## src/rtl/eth_tx_sched.sv

```systemverilog
// Round-robin scheduler that shares one RMII TX frame builder between several frame
// sources. It also enforces the interframe gap and aborts frames when the builder stalls.
module eth_tx_sched #(
    parameter int pNUM_REQ     = 2,
    parameter int pMII_WIDTH   = 2,
    parameter int pIFG_BITS    = 96,
    parameter int pIFG_CNT     = pIFG_BITS >> (pMII_WIDTH >> 1),
    parameter int pTIMEOUT_CNT = 8192
) (
    input  logic                        Clk,
    input  logic                        Rst,
    input  logic [pNUM_REQ-1:0]         i_req,
    output logic [pNUM_REQ-1:0]         o_gnt,
    output logic [$clog2(pNUM_REQ)-1:0] o_gnt_idx,
    output logic                        o_tx_start,
    input  logic                        i_tx_done,
    output logic                        o_ifg_active,
    output logic                        o_timeout,
    output logic                        o_busy
);

    localparam int lpIdxW = $clog2(pNUM_REQ);
    localparam int lpCntW = $clog2(pTIMEOUT_CNT) + 1;

    typedef enum logic [1:0] {
        IDLE   = 2'd0,
        ACTIVE = 2'd1,
        IFG    = 2'd2
    } state_e;

    state_e                state_q, state_d;
    logic [lpCntW-1:0]     cnt_q, cnt_d;
    logic [pNUM_REQ-1:0]   gnt_q, gnt_d;
    logic [lpIdxW-1:0]     idx_q, idx_d;
    logic [lpIdxW-1:0]     ptr_q, ptr_d;
    logic                  start_q, start_d;
    logic                  timeout_q, timeout_d;

    logic                  sel_valid;
    logic [lpIdxW-1:0]     sel_idx;

    // First pass finds a request at or above the pointer; the second pass wraps to the lowest one.
    always_comb begin
        sel_valid = 1'b0;
        sel_idx   = '0;
        for (int j = 0; j < pNUM_REQ; j++) begin
            if (!sel_valid && i_req[j] && (j >= int'(ptr_q))) begin
                sel_valid = 1'b1;
                sel_idx   = lpIdxW'(j);
            end
        end
        for (int j = 0; j < pNUM_REQ; j++) begin
            if (!sel_valid && i_req[j]) begin
                sel_valid = 1'b1;
                sel_idx   = lpIdxW'(j);
            end
        end
    end

    always_comb begin
        state_d   = state_q;
        cnt_d     = cnt_q;
        gnt_d     = gnt_q;
        idx_d     = idx_q;
        ptr_d     = ptr_q;
        start_d   = 1'b0;
        timeout_d = 1'b0;
        unique case (state_q)
            IDLE: begin
                if (sel_valid) begin
                    state_d        = ACTIVE;
                    gnt_d          = '0;
                    gnt_d[sel_idx] = 1'b1;
                    idx_d          = sel_idx;
                    start_d        = 1'b1;
                    cnt_d          = '0;
                    ptr_d          = (sel_idx == lpIdxW'(pNUM_REQ - 1)) ? '0 : sel_idx + 1'b1;
                end
            end
            ACTIVE: begin
                // A done pulse in the watchdog's final cycle counts as a normal completion.
                if (i_tx_done || (cnt_q == lpCntW'(pTIMEOUT_CNT - 1))) begin
                    state_d   = IFG;
                    gnt_d     = '0;
                    idx_d     = '0;
                    cnt_d     = lpCntW'(pIFG_CNT - 1);
                    timeout_d = !i_tx_done;
                end else begin
                    cnt_d = cnt_q + 1'b1;
                end
            end
            IFG: begin
                if (cnt_q == '0) begin
                    state_d = IDLE;
                end else begin
                    cnt_d = cnt_q - 1'b1;
                end
            end
            default: begin
                state_d = IDLE;
                cnt_d   = '0;
                gnt_d   = '0;
                idx_d   = '0;
            end
        endcase
    end

    always_ff @(posedge Clk or posedge Rst) begin
        if (Rst) begin
            state_q   <= IDLE;
            cnt_q     <= '0;
            gnt_q     <= '0;
            idx_q     <= '0;
            ptr_q     <= '0;
            start_q   <= 1'b0;
            timeout_q <= 1'b0;
        end else begin
            state_q   <= state_d;
            cnt_q     <= cnt_d;
            gnt_q     <= gnt_d;
            idx_q     <= idx_d;
            ptr_q     <= ptr_d;
            start_q   <= start_d;
            timeout_q <= timeout_d;
        end
    end

    assign o_gnt        = gnt_q;
    assign o_gnt_idx    = idx_q;
    assign o_tx_start   = start_q;
    assign o_timeout    = timeout_q;
    assign o_ifg_active = (state_q == IFG);
    assign o_busy       = (state_q != IDLE);

endmodule

```

## config.mk

```make
export PLATFORM = sky130hd
export DESIGN_NAME = eth_tx_sched
export DESIGN_NICKNAME = d
export VERILOG_FILES = /design/src/rtl/eth_tx_sched.sv
export SDC_FILE = /design/constraint.sdc
export NUM_CORES = 1
export LEC_CHECK = 0
export CAP_MARGIN = 20
export CORE_UTILIZATION = 55
export CTS_CLUSTER_SIZE = 10
export DETAILED_ROUTE_END_ITERATION = 8
export DONT_BUFFER_PORTS = 1
export PLACE_DENSITY = 0.7
export SLEW_MARGIN = 20
export SYNTH_ARGS = -nofsm -noshare
export SYNTH_HDL_FRONTEND = slang
export SYNTH_SLANG_ARGS = --single-unit
```

## constraint.sdc

```tcl
create_clock -name Clk -period 4.3 [get_ports Clk]
set_input_delay 0.645 -clock Clk [delete_from_list [all_inputs] [get_ports Clk]]
set_output_delay 0.645 -clock Clk [all_outputs]
set_load 0.005 [all_outputs]
```

-- Word level (Yosys, flattened, before mapping)
Index checks and enable logic that the tools add are counted.
- flip-flop bits (word level): 22
- bits of input ports: 5
- logic and storage cells: 66
- output and inout port bits: 7
- reductions and logical operators: 17
- equality and inequality tests: 7
- mux-type cells: 28
- bitwise gates (word level): 1
- magnitude comparators: 3
- add/sub/neg operators: 3
- operators with widths (operator ; number):
    2-to-1 mux 14 bit ; 3
    one-hot mux 14 bit (3 select lines) ; 1
    2-to-1 mux 1 bit ; 15
    adder 14 x 1 -> 14 bit, second input constant ; 1
    equality test 14 x 13 -> 1 bit, second input constant ; 1
    zero test 14 bit ; 1
    subtractor 14 x 1 -> 14 bit, second input constant ; 1
    one-hot mux 2 bit (3 select lines) ; 2
    2-to-1 mux 2 bit ; 5
    inequality test 2 bit, second input constant ; 3
    AND reduction 3 bit ; 2
    logical AND 1 bit ; 5
    zero test 1 bit ; 4
    AND reduction 2 bit ; 2
    one-hot mux 1 bit (3 select lines) ; 1
    equality test 2 x 1 -> 1 bit, second input constant ; 1
    equality test 2 bit, second input constant ; 1
    zero test 2 bit ; 1
    < comparator 1 x 2 -> 1 bit, second input constant ; 1
    inequality test 2 x 1 -> 1 bit, second input constant ; 1
    nonzero test 2 bit ; 1
    adder 1 bit, second input constant ; 1
    demux 1 bit (select 1 bit) ; 1
    >= comparator 1 bit, first input constant ; 1
    3 further kinds ; 3

-- Depth between registers and ports, before layout
Gate-level depths: netlist of run 1.
- depth after elaboration: 18
- gate-level depth with buffers: 9
- gate-level depth less buffers: 7

-- Worst setup path after synthesis of run 1
OpenSTA, ideal clock, no wires.
- path kind: reg-to-reg
- start point: register state_q[0]
- end point: register cnt_q[5]
- period minus slack after synthesis: 1.867 ns
- path slack: 2.433 ns
- path buffers: 2
- stages on the path, launching flop included: 10
- data arrival time: 1.737 ns
- required time: 4.170 ns
- library setup time: 0.130 ns
- cell sequence: dfrtp_1 -> inv_1 -> ha_1 -> clkbuf_1 -> nor3b_1 -> nand4_1 -> and2_1 -> clkbuf_1 -> o22ai_1 -> a21oi_1
- cells in the longest elaborated chain, start to end: 3
- elaborated cells on any way between the ends: 7
- those cells by class: eq/ne: 4; mux: 1; reduce/logical: 2
- RTL lines (element ; line ; RTL):
    start: declaration ; 31 ; state_e state_q, state_d;
    start signal: assignment ; 118 ; state_q <= state_d;
    equality test 2 bit (*) ; n/a ;
    named net o_ifg_active ; 17 ; output logic o_ifg_active,
    inequality test 2 bit (no line) ; n/a ;
    AND reduction 2 bit (no line) ; n/a ;
    end signal: assignment ; 119 ; cnt_q <= cnt_d;
    end: declaration ; 32 ; logic [lpCntW-1:0] cnt_q, cnt_d;
The timed path passes the listed nets; every way through them passes the cells marked *.
A chain may end at the register's enable or synchronous reset.

-- Worst setup path after layout of run 1
- start point: register state_q[0]
- end point: register cnt_q[11]
Same word-level chain as after synthesis.

==> results of run 1 <==
## routing by layer
layer	share of wire	global-route usage
met1	0.44	0.3757
met2	0.48	0.4450
met3	0.066	0.05134
met4	0.012	0.1020
met5	0	0
## worst max-delay path, cell delays in order, from the launching register on
cell and delay, ns:
dfrtp_1 0.38, inv_1 0.08, ha_1 0.46, nor3b_1 0.26, nand4_1 0.15, nand3_2 0.28
or4_1 0.59, nand3_1 0.09
## flip-flops by register name (all words and copies together), names as in the netlist
register	count
o_tx_start	1
o_gnt	2
cnt_q	14
ptr_q	1
o_timeout	1
state_q	2
## cell families (layout without fill, tap and decap cells)
| logic type | Yosys count | after routing | share of synthesized area |
|---|---|---|---|
| AO/OA/AOI/OAI | 58 | 58 | 0.2313 |
| flip-flops | 21 | 21 | 0.3026 |
| AND/OR/NAND/NOR | 87 | 87 | 0.3098 |
| multiplexers | 4 | 4 | 0.02737 |
| XOR/XNOR | 5 | 5 | 0.02521 |
| buffers and inverters | 22 | 12 | 0.06772 |
| adder cells (fa/ha/maj) | 5 | 5 | 0.03602 |
## worst max-delay path by stage
stage | from | end | cells after the start
after floorplan | state_q[0] | cnt_q[5] | 9
after global placement | state_q[1] | cnt_q[11] | 6
after detailed placement | state_q[0] | cnt_q[11] | 7
after CTS | state_q[0] | cnt_q[11] | 7
after global routing | state_q[0] | cnt_q[9] | 7
final | state_q[0] | cnt_q[11] | 7
## through the flow
step	power (mW)	utilization	hold slack [ns]	cell area (um2)	worst slack (ns)
final	1.235	0.5715	0.3664	1730	1.950
after global routing	1.330	0.5715	0.4115	1730	1.703
after CTS	1.230	0.5715	0.3822	1730	1.974
after detailed placement	1.126	0.5628	0.4657	1704	2.005
after global placement	1.116	0.5628	0.4622	1704	2.113
after floorplan	1.002	-	0.4415	1737	2.433
## where the power goes
part | switching (mW) | total, mW | internal (mW)
Clock | 0.0624 | 0.0987 | 0.0363
Combinational | 0.444 | 0.739 | 0.295
Sequential | 0.132 | 0.397 | 0.265
## placed cells by master, fill, tap and decap left out, drive strengths merged, types with 2 or more instances in the layout
cell    instances
a211oi          2
a21oi          10
a221oi          2
a22oi           2
a31oi           4
and2            3
and3            3
and3b           2
and4            3
clkbuf          4
dfrtp          21
ha              5
inv             8
mux2            3
nand2          16
nand2b          2
nand3          11
nand4           5
nor2           12
nor2b           3
nor3           14
nor4            4
o211ai          2
o21a            2
o21ai          18
o22ai           3
o31ai           2
o41ai           2
or3             3
xor2            4
## layout make-up
type	count	area, um2	share of cell area
multi-input combinational	159	1094	0.6320
sequential	21	525.5	0.3037
tap	44	55.05	0.03181
inverter	8	30.03	0.01735
clock buffer	4	26.28	0.01518
## cell usage after synthesis (3+ instances only)
library cell / count
dfrtp_1: 21
nand2_1: 16
o21ai_0: 15
nor2_1: 12
a21oi_1: 10
nand3_1: 9
nor3_1: 9
inv_1: 8
ha_1: 5
a31oi_1: 4
buf_2: 4
buf_4: 4
clkbuf_1: 4
nor3_2: 4
nor4_1: 4
xor2_1: 4
and2_1: 3
and3_1: 3
and4_1: 3
nor2b_1: 3
o21ai_1: 3
o22ai_1: 3
or3_1: 3
==> metrics.txt, run 1 <==
DRC Markers=0; post-synthesis cell area=0.001737 mm2; Sink Count=21; Pleak=0.7061 nW; vias in the first global route=1473; first-pass GRT wire length=7072 um; number of antenna diodes=0; top post-synthesis cells by area=dfrtp_1 30%, o21ai_0 4.3%, ha_1 3.6%; RSZ-0062 raised after global routing=false; Final HPWL DP=3178 um; number of synthesized flops with an enable pin=0; post-route minimum period=2.350 ns; Finished Layout Cells=236; Port Buf Inserts=0; Crit Path Class=reg2reg; max-slew violation count=0; PwrDens=713.5 mW/mm2; Hold Path Class=in2async; Die H=58.19 um; post-synthesis cell count=202; Unique masters post-synth=60; Main synth FF type=dfrtp_1; Ys Warns=0; CP required=4.56 ns; remaining antenna violation count=0; GRT Total Usage=0.2780; Initial Util=0.5736; Area Growth Syn to Fin=-0.3602%; grt ovf=0; Yosys top cell area share=0.3026; worst r2r src=state_q[0]; Seq cells post-synth=21; Synth area leader=dfrtp_1; period utilization=0.5465; PostCTS Resize Cnt=0; Slew HR=0.4562; Inserted Clock Buffers=3; drt pass-1 iters=4; Fill cells=286; I/O pin total=12; R2R cell count=7; routed vias=1558; element type at the critical path start=flop; Setup Viol. Count Final=0; actual slew at the worst max-slew pin=0.8149 ns; Seq/Total Area, Yosys=0.3026; Starting DRT DRC Count=76; die area=0.003386 mm2; H-Tree Depth=1; Core Rows=20; global placer's final weighted congestion=0.9672; Avg Inst Size Synth=8.597 um2; pin count of the biggest net entering global routing=22; area of the core=0.003028 mm2; Max-Cap Viols=0; CTS clk-pin slew, worst paths=0.12 ns; r2r setup slk=1.95 ns; Root Driver=clkbuf_4; reg-to-reg critical path endpoint=cnt_q[11]; wire per inst=18.22 um; post-CTS setup buffer count=0; CP max FO=18; cts-stage hold buffer count=0; clk buf depth=2; routed vias/inst=6.602; ratio of cells with drive above 1 in the final layout=0.09896; NumNets Final=203; Die X=58.19 um; Clk Latency, worst-skew pair=0.31 ns; Max Clock Skew=0.002406 ns; initial antenna violation count=0; Worst EP arrival=2.61 ns; f_max=425.5 MHz; WL final=4301 um; Max IR drop VDD=0.5533 mV; Critical Path Sink Type=flop; Cells after DPL=232; async set-reset flop share out of synthesis=1.000; Post-Syn Nets=212; setup TNS=0 ns; outcome=complete, no violations; Hold Vio Cnt, Final=0; CTS tree=yes
Power figures use the tool's default switching activity.
==> run 2: changes to the inputs <==
- clock period: 4.3 -> 2.4 ns (I/O delays scaled with it)
==> run 2 against run 1 <==
Worst hold slack lost 0.30 ns. Utilization grew 0.74 points. Sequential power grew 79%. Final cell count grew 1.3%. Clock power grew 87%. Cell area grew 1.3%. Via count grew 1.9%. Fmax grew 8.6%. Power grew 83%. Sequential share of layout area shrank 0.39 points. Global-route usage shrank 0.81 points. Flip-flop and latch count is the same. Critical path type unchanged.
==> metrics.txt, run 2 (synthesis results as in run 1) <==
CP required=2.67 ns (-1.89 ns); Fill cells=273 (-4.5%); H-Tree Depth=1 (unchanged); busiest grt layer=met2; CTS tree=yes; DRC Markers=0 (unchanged); Power, Total=2.262 mW (+83%); vias in the first global route=1441 (-2.2%); Final HPWL DP=2957 um (-6.9%); Setup Viol. Count Final=0 (unchanged); r2r setup slk=0.24 ns (-1.71 ns); outcome=complete, no violations; final standard cell area without fillers=0.001753 mm2 (+1.3%); Worst EP arrival=2.43 ns (-0.18 ns); Core Rows=20 (unchanged); routed vias=1587 (+1.9%); Critical Path Sink Type=flop; worst hold slack=0.07140 ns (-0.2950 ns); element type at the critical path start=flop; f_max=461.9 MHz (+8.6%); routed vias/inst=6.640 (+0.58%); Port Buf Inserts=0 (unchanged); R2R cell count=7 (unchanged); initial antenna violation count=0 (unchanged); reg-to-reg critical path endpoint=cnt_q[11]; pin count of the biggest net entering global routing=22 (unchanged); Hold Vio Cnt, Final=0 (unchanged); Hold Path Class=in2async; period utilization=0.9021 (+0.3555); Crit Path Class=reg2reg; placed cell area=0.001727 mm2 (+1.3%); setup TNS=0 ns (unchanged); global placer's final weighted congestion=0.9907 (+2.4%); Max-Cap Viols=0 (unchanged); number of antenna diodes=0 (unchanged); Clk Latency, worst-skew pair=0.32 ns (about the same); Max IR drop VDD=0.9707 mV (+75%); actual slew at the worst max-slew pin=0.8204 ns (+0.005529 ns); Area Growth Syn to Fin=0.9365%; most common cell after layout, fill and taps aside=dfrtp_1; WL final=4259 um (-0.98%); area of the multi-input gates=0.001094 mm2 (unchanged); Inserted Clock Buffers=3 (unchanged); flip-flop and latch area=525.5 um2 (unchanged); Pleak=0.7211 nW (+2.1%); clk buf depth=2 (unchanged); Die X=58.19 um (unchanged); post-CTS setup buffer count=0 (unchanged); worst r2r src=cnt_q[0]; ratio of cells with drive above 1 in the final layout=0.1128 (+0.01386); CTS clk-pin slew, worst paths=0.13 ns (about the same); PwrDens=1290 mW/mm2 (+81%); max-slew violation count=0 (unchanged); NumNets Final=206 (+1.5%); first-pass GRT wire length=6941 um (-1.9%); most frequent cells in the layout=21 x dfrtp_1, 16 x nand2_1, 15 x o21ai_0; Die H=58.19 um (unchanged); Starting DRT DRC Count=124 (+63%); grt ovf=0 (unchanged); Root Driver=clkbuf_4; Biggest register=cnt_q; post-route minimum period=2.165 ns (-0.1852 ns); CP max FO=14 (-4); wire per inst=17.82 um (-2.2%); die area=0.003386 mm2 (unchanged); GRT Total Usage=0.2700 (-0.008087); Slew HR=0.4525 (-0.003689); Initial Util=0.5736 (unchanged); RSZ-0062 raised after global routing=false; area of the core=0.003028 mm2 (unchanged); cts-stage hold buffer count=0 (unchanged); Sink Count=21 (unchanged); remaining antenna violation count=0 (unchanged); drt pass-1 iters=5 (+1); max FFs per register=14 (unchanged); met2 Usage GRT=0.4368 (-0.008210); GR Util met1=0.3701 (-0.005594); Max Clock Skew=0.007704 ns (+0.005298 ns); I/O pin total=12 (unchanged); PostCTS Resize Cnt=0 (unchanged); grt met3 use=0.03125 (-0.02009)
## run 2: cell types whose count changed in the layout (fill, tap and decap cells not counted), sizes merged
| cell | change |
|---|---|
| buf | +3 |
## run 2: power by group
group / switching (mW) / total (mW) / internal, mW
sequential: 0.236 / 0.710 / 0.475
combinational: 0.814 / 1.37 / 0.552
clock: 0.120 / 0.185 / 0.0650
total: 1.17 / 2.26 / 1.09
## run 2: worst max-delay path, cell delays in order, from the launching register on
cell and delay [ns]:
dfrtp_1 0.47, inv_1 0.10, ha_1 0.24, nor4b_2 0.18, nand4_1 0.16, nand3_2 0.28, or4_1 0.59, nand3_1 0.09
## run 2: layout make-up
cell class | count | area share
Clock buffer | 4 | 0.01499
Tap cell | 44 | 0.03141
Multi-Input combinational cell | 159 | 0.6238
Sequential cell | 21 | 0.2998
Inverter | 8 | 0.01713
Timing Repair Buffer | 3 | 0.01285
## run 2: per-layer routing
layer / part of all wire / wire length (um) / up-vias
li1: - / - / 748
met1: 0.44 / 1867 / 754
met2: 0.47 / 2000 / 77
met3: 0.078 / 332 / 8
met4: 0.014 / 58 / 0
met5: 0 / 0 / -
## run 2: per-stage QoR
step / std cells / utilization / setup WS [ns]
finish: 239 / 0.5789 / 0.2350
global route: 239 / 0.5789 / 0.1108
CTS: 239 / 0.5789 / 0.2415
detailed placement: 235 / 0.5702 / 0.2787
global placement: 235 / 0.5702 / 0.3706
floorplan: 202 / - / 0.5329
## run 2: worst max-delay path by stage
stage	start	endpoint	slack, ns	cells after the start
floorplan	state_q[0]	cnt_q[5]	0.53	9
CTS	cnt_q[0]	cnt_q[11]	0.24	7
global placement	cnt_q[0]	cnt_q[11]	0.37	7
detailed placement	cnt_q[0]	cnt_q[11]	0.28	7
global route	cnt_q[0]	cnt_q[11]	0.11	7
finish	cnt_q[0]	cnt_q[11]	0.24	7
